===== config.mk =====
export PLATFORM = sky130hd
export DESIGN_NAME = ins_encoder
export DESIGN_NICKNAME = d
export VERILOG_FILES = /design/src/rtl/ins_encoder_pkg.sv /design/src/rtl/ins_imm_pack.sv /design/src/rtl/ins_encoder.sv
export SDC_FILE = /design/constraint.sdc
export NUM_CORES = 1
export LEC_CHECK = 0
export ABC_AREA = 1
export BUFFER_PORTS_ARGS = -buffer_cell sky130_fd_sc_hd__clkbuf_2
export CAP_MARGIN = 0
export CELL_PAD_IN_SITES_DETAIL_PLACEMENT = 1
export CELL_PAD_IN_SITES_GLOBAL_PLACEMENT = 1
export CORE_MARGIN = 2
export CORE_UTILIZATION = 39
export CTS_CLUSTER_DIAMETER = 40
export DETAILED_ROUTE_END_ITERATION = 8
export PLACE_DENSITY = 0.9
export RECOVER_POWER = 100
export SETUP_SLACK_MARGIN = 0.05
export SYNTH_ARGS = -nofsm -noshare
export SYNTH_HDL_FRONTEND = slang
export SYNTH_SLANG_ARGS = --single-unit

===== constraint.sdc =====
create_clock -name clk -period 5 [get_ports clk]
set_input_delay 1 -clock clk [delete_from_list [all_inputs] [get_ports clk]]
set_output_delay 1 -clock clk [all_outputs]
set_load 0.02 [all_outputs]

===== src/rtl/ins_encoder_pkg.sv =====
// Shared constants for the instruction encoder: immediate types, error codes
// and the instruction bit positions each immediate type occupies.
package ins_encoder_pkg;

    localparam logic [2:0] IMM_R = 3'd0;
    localparam logic [2:0] IMM_I = 3'd1;
    localparam logic [2:0] IMM_S = 3'd2;
    localparam logic [2:0] IMM_B = 3'd3;
    localparam logic [2:0] IMM_U = 3'd4;
    localparam logic [2:0] IMM_J = 3'd5;

    localparam logic [1:0] ERR_NONE     = 2'd0;
    localparam logic [1:0] ERR_RANGE    = 2'd1;
    localparam logic [1:0] ERR_ALIGN    = 2'd2;
    localparam logic [1:0] ERR_CONFLICT = 2'd3;

    // Bits of the instruction word owned by each immediate format.
    localparam logic [31:0] MASK_R = 32'h0000_0000;
    localparam logic [31:0] MASK_I = 32'hFFF0_0000;
    localparam logic [31:0] MASK_S = 32'hFE00_0F80;
    localparam logic [31:0] MASK_B = 32'hFE00_0F80;
    localparam logic [31:0] MASK_U = 32'hFFFF_F000;
    localparam logic [31:0] MASK_J = 32'hFFFF_F000;

    function automatic logic [31:0] imm_mask(input logic [2:0] op);
        case (op)
            IMM_I:   return MASK_I;
            IMM_S:   return MASK_S;
            IMM_B:   return MASK_B;
            IMM_U:   return MASK_U;
            IMM_J:   return MASK_J;
            default: return MASK_R;
        endcase
    endfunction

endpackage


===== src/rtl/ins_imm_pack.sv =====
// Combinational immediate scatter and legality check for one instruction word.
module ins_imm_pack
    import ins_encoder_pkg::*;
(
    input  logic [2:0]  op,
    input  logic [31:0] base,
    input  logic [31:0] imm,
    output logic [31:0] ins,
    output logic        ok,
    output logic [1:0]  code
);

    // True when imm is the sign extension of its low nbits bits.
    function automatic logic fits_signed(input logic [31:0] val, input int nbits);
        logic signed [31:0] sval;
        logic signed [31:0] top;
        sval = signed'(val);
        top  = sval >>> (nbits - 1);
        return (top == 32'sd0) || (top == -32'sd1);
    endfunction

    logic [31:0] field;
    logic        op_legal;
    logic        align_ok;
    logic        range_ok;

    always_comb begin
        field    = 32'h0;
        op_legal = 1'b1;
        align_ok = 1'b1;
        range_ok = 1'b1;
        case (op)
            IMM_R: ;
            IMM_I: begin
                field[31:20] = imm[11:0];
                range_ok     = fits_signed(imm, 12);
            end
            IMM_S: begin
                field[31:25] = imm[11:5];
                field[11:7]  = imm[4:0];
                range_ok     = fits_signed(imm, 12);
            end
            IMM_B: begin
                field[31]    = imm[12];
                field[30:25] = imm[10:5];
                field[11:8]  = imm[4:1];
                field[7]     = imm[11];
                align_ok     = ~imm[0];
                range_ok     = fits_signed(imm, 13);
            end
            IMM_U: begin
                field[31:12] = imm[31:12];
                align_ok     = (imm[11:0] == 12'h0);
            end
            IMM_J: begin
                field[31]    = imm[20];
                field[30:21] = imm[10:1];
                field[20]    = imm[11];
                field[19:12] = imm[19:12];
                align_ok     = ~imm[0];
                range_ok     = fits_signed(imm, 21);
            end
            default: op_legal = 1'b0;
        endcase
    end

    always_comb begin
        ins  = base | field;
        ok   = 1'b0;
        code = ERR_NONE;
        if (!op_legal || ((base & imm_mask(op)) != 32'h0)) begin
            code = ERR_CONFLICT;
        end else if (!align_ok) begin
            code = ERR_ALIGN;
        end else if (!range_ok) begin
            code = ERR_RANGE;
        end else begin
            ok = 1'b1;
        end
    end

endmodule


===== src/rtl/ins_encoder.sv =====
// Instruction encoder: packs immediates into base words and streams legal
// words with sequential word addresses to the instruction-memory loader.
module ins_encoder
    import ins_encoder_pkg::*;
#(
    parameter int ADDR_W     = 10,
    parameter int CNT_W      = 8,
    parameter int START_ADDR = 0
) (
    input  logic              clk,
    input  logic              rst,
    input  logic              flush,
    input  logic              in_valid,
    output logic              in_ready,
    input  logic [2:0]        in_op,
    input  logic [31:0]       in_base,
    input  logic [31:0]       in_imm,
    output logic              out_valid,
    input  logic              out_ready,
    output logic [31:0]       out_ins,
    output logic [ADDR_W-1:0] out_addr,
    output logic              err,
    output logic [1:0]        err_code,
    output logic [ADDR_W-1:0] err_addr,
    output logic [CNT_W-1:0]  err_cnt,
    output logic [CNT_W-1:0]  wr_cnt
);

    localparam logic [ADDR_W-1:0] START = ADDR_W'(START_ADDR);

    function automatic logic [CNT_W-1:0] sat_inc(input logic [CNT_W-1:0] c);
        return (&c) ? c : c + 1'b1;
    endfunction

    logic [31:0]       pack_ins_p0;
    logic              pack_ok_p0;
    logic [1:0]        pack_code_p0;
    logic              accept;
    logic              handoff;

    logic              vld_p1;
    logic [31:0]       ins_p1;
    logic [ADDR_W-1:0] addr_p1;
    logic [ADDR_W-1:0] next_addr;

    ins_imm_pack u_pack (
        .op   (in_op),
        .base (in_base),
        .imm  (in_imm),
        .ins  (pack_ins_p0),
        .ok   (pack_ok_p0),
        .code (pack_code_p0)
    );

    assign in_ready = !flush && (!vld_p1 || out_ready);
    assign accept   = in_valid && in_ready;
    assign handoff  = vld_p1 && out_ready;

    // Stage p0 -> p1: output register and address/error bookkeeping.
    always_ff @(posedge clk or posedge rst) begin
        if (rst) begin
            vld_p1    <= 1'b0;
            ins_p1    <= 32'h0;
            addr_p1   <= START;
            next_addr <= START;
            err       <= 1'b0;
            err_code  <= ERR_NONE;
            err_addr  <= '0;
            err_cnt   <= '0;
            wr_cnt    <= '0;
        end else if (flush) begin
            vld_p1    <= 1'b0;
            ins_p1    <= 32'h0;
            addr_p1   <= START;
            next_addr <= START;
            err       <= 1'b0;
            err_code  <= ERR_NONE;
            err_addr  <= '0;
            err_cnt   <= '0;
            wr_cnt    <= '0;
        end else begin
            if (accept && pack_ok_p0) begin
                vld_p1    <= 1'b1;
                ins_p1    <= pack_ins_p0;
                addr_p1   <= next_addr;
                next_addr <= next_addr + 1'b1;
            end else if (handoff) begin
                vld_p1 <= 1'b0;
            end
            if (accept && !pack_ok_p0) begin
                err      <= 1'b1;
                err_code <= pack_code_p0;
                err_addr <= next_addr;
                err_cnt  <= sat_inc(err_cnt);
            end
            if (handoff) begin
                wr_cnt <= sat_inc(wr_cnt);
            end
        end
    end

    assign out_valid = vld_p1;
    assign out_ins   = ins_p1;
    assign out_addr  = addr_p1;

endmodule


==> reports/metrics.yaml <==
clock_network:
  clk_pin_slew_worst_paths_ns: 0.06
  clockBufferDepth: 2
  cts.hold.buffers_added: 0
  cts_made_buffers: 9
  root_buffer: "clkbuf_16"
  clkLatencyLatePin_ns: 0.34
  cts_setup_buffers: 0
  postCtsResizedCells: 0
  cts_tree: "built"
  htree_levels: 3
  cts.sinks: 82
finish:
  antenna_cells: 0
  fin_nets: 818
  syn2layout_area_growth_pct: 20.51
  final_layout_size_suffix_gt1_share_pct: 13.02
  post-route-util_pct: 47.91
place:
  portBuffers: 144
  gp_congestion: 0.8526
  pre_cts_ws_ns: 1.418
  hpwl_um: 10720
grt:
  track_usage_pct: 22.90
  grt_remaining_overflow: 0
  grt_pass1_wl_um: 23530
  antenna_found_initial: 0
  grt_max_degree: 68
  grt_pass1_vias: 4884
timing:
  fin_ws_ns: 1.228
  grt_setup_unrepaired: "false"
  worstMarginPinSlew_ns: 2.073
  fmax_ghz: 0.2651
  hold_violations: 0
  drv_slew: 47
  clock_skew_ns: 0.004758
  period_needed_ns: 3.772
  final.setup.tns_ns: 0
  period_share_pct: 75.44
  setup_viol: 0
  relSlewSlack_pct: -38.97
die:
  design.core.area_mm2: 0.01137
  die_height_um: 111.7
  dieArea_mm2: 0.01247
  initial_core_util_pct: 39.76
  boundaryPins: 145
  die_w_um: 111.7
  row_count: 39
min_path:
  holdPathStages: 2
  min_to: "err"
  hp-class: "flop to flop"
  hp-start: "err"
worst_setup_path:
  slowest_stage: "nand2_2"
  ff2ff_setup_slack_ns: 2.75
  worstReg2RegStart: "out_valid"
  critPathArrivalTime_ns: 3.94
  crit_family: "simple AND/OR/NAND/NOR gates"
  crit_chain: "clkbuf_1, inv_1, and3_1, nand2_2, o21ai_0"
  critPathBufInv: 2
  start_kind: "input port"
  ff2ff_path_depth: 5
  cp_data_required_time_ns: 5.16
  cpPeakStageDelay_ns: 0.90
  r2r-end: "out_ins[25]"
  cp_max_fo: 67
  crit_type: "input port to flop"
  critPathCaptureType: "flop"
drt:
  route.detailed.drc: 0
  drt_iter0_drc: 219
  viasPerCell: 5.199
  routed_wl_um: 14100
  wl_per_cell_um: 15.87
  ant_nets: 0
  vias: 4617
  firstDrtPassIters: 4
logic_synthesis:
  yosysMostFrequentCell: "nand2_1"
  synth_top_area_share_pct: 45.39
  synth-warning-count: 0
  synth_ff_type: "dfrtp_1"
  netlist_instances: 610
  yosys_register_bits: 82
  syn_nets: 685
  synth_edf_count: 0
  ys_async_sr_fraction_pct: 100.0
  ys_seq_area_share_pct: 45.39
  synth_common_cells: "nand2_1, nand3_1, dfrtp_1"
  yosys.area.top_type: "dfrtp_1"
  synth.distinct_cells: 33
  synthTopCellsByArea: "dfrtp_1, nand2_1, nand3_1"
  syn_avg_cell_area_um2: 7.411
  syn_area_mm2: 0.004521
status:
  violations: "capacitance limit, slew limit"
  status: "complete, but fails checks"
power:
  seqPwrFrac_pct: 47.9
  power_density_mw_per_mm2: 261.6
  p_int_mw: 1.047
  irDropWorstVdd_mv: 0.1375
  p_sw_share_pct: 26.56
  switchingPower_uw: 378.4
  combPwrFrac_pct: 11.4
  clockPowerShare_pct: 40.8
  p_leak_nw: 2.871
job:
  cap_violations: 1
==> worst min-delay path, stage by stage (launching register included) <==
cell	delay (ns)
dfrtp_1	0.35
nand2_1	0.05
nand2_1	0.05
==> registers in the layout, indices dropped and copies added (netlist names) <==
name       count
out_addr      10
err_cnt        8
out_valid      1
err            1
wr_cnt         8
out_ins       32
err_code       2
next_addr     10
err_addr      10
==> power by group through the flow <==
stage	sequential (mW)	clock [mW]	combinational [mW]
2_1_floorplan	0.704	0	0.0807
3_3_place_gp	0.693	0	0.161
3_5_place_dp	0.694	0	0.166
4_1_cts	0.682	0.593	0.167
5_1_grt	0.683	0.621	0.182
6_report	0.682	0.581	0.162
==> how the worst max path moves through the flow <==
stage / startpoint / endpoint / slack [ns] / depth (start not counted)
after detailed placement: in_op[1] / out_ins[14] / 1.42 / 13
after global placement: in_op[2] / out_ins[25] / 1.50 / 12
after global routing: flush / out_ins[31] / 0.84 / 5
after floorplan: rst / err / 1.89 / 1
after CTS: in_op[2] / out_ins[25] / 1.77 / 12
final: flush / out_ins[13] / 1.23 / 5
==> stage by stage <==
stage               instance area [um2]  std cells  hold WS (ns)  power [mW]
detailed placement                 5300        875        0.4838      0.8606
finish                             5448        888        0.4900       1.425
global route                       5448        888        0.5183       1.486
CTS                                5548        888        0.4981       1.442
floorplan                          4521        610        0.4687      0.7847
global placement                   5300        875        0.4655      0.8541
==> layout by cell type, fill, tap and decap left out, types with 2 or more instances in the layout <==
cell type	count
nor4_1	3
ha_1	3
clkbuf_16	9
nand3_1	91
o31ai_1	2
nand4_1	13
o21ai_0	42
o22ai_1	2
dfrtp_1	82
nor3b_1	2
inv_1	74
xor2_1	9
a221oi_1	7
clkinv_2	3
nand3b_1	2
nor2_2	2
nand2_4	2
nor2_1	55
clkbuf_1	74
nand2_2	3
nor3_1	11
a21oi_1	17
nand2_1	156
clkbuf_2	71
==> kinds of logic after synthesis <==
family	count (synthesis)	synth area share, %
AOI/OAI and AO/OA	73	9.189
xor gates and xnor gates	9	1.744
adders and majority gates	3	0.8304
buffers and inverters	101	9.521
DFF	82	45.39
and+or+nand+nor	342	33.32
==> routing by layer <==
| metal | vias up | routed length, um | track usage [%] |
|---|---|---|---|
| li1 | 2251 | - | - |
| met1 | 2199 | 6356 | 29.27 |
| met2 | 139 | 6802 | 39.15 |
| met3 | 28 | 633 | 3.974 |
| met4 | 0 | 304 | 8.148 |
| met5 | - | 0 | 0 |
==> layout make-up <==
type,count,area (um2)
Fill cell,1509,5922
Sequential cell,82,2052
Multi-Input combinational cell,427,2036
Timing Repair Buffer,146,640.6
Inverter,77,292.8
Clock buffer,9,225.2
Tap cell,143,178.9
Clock inverter,4,22.52
(Power assumes the default switching activity.)
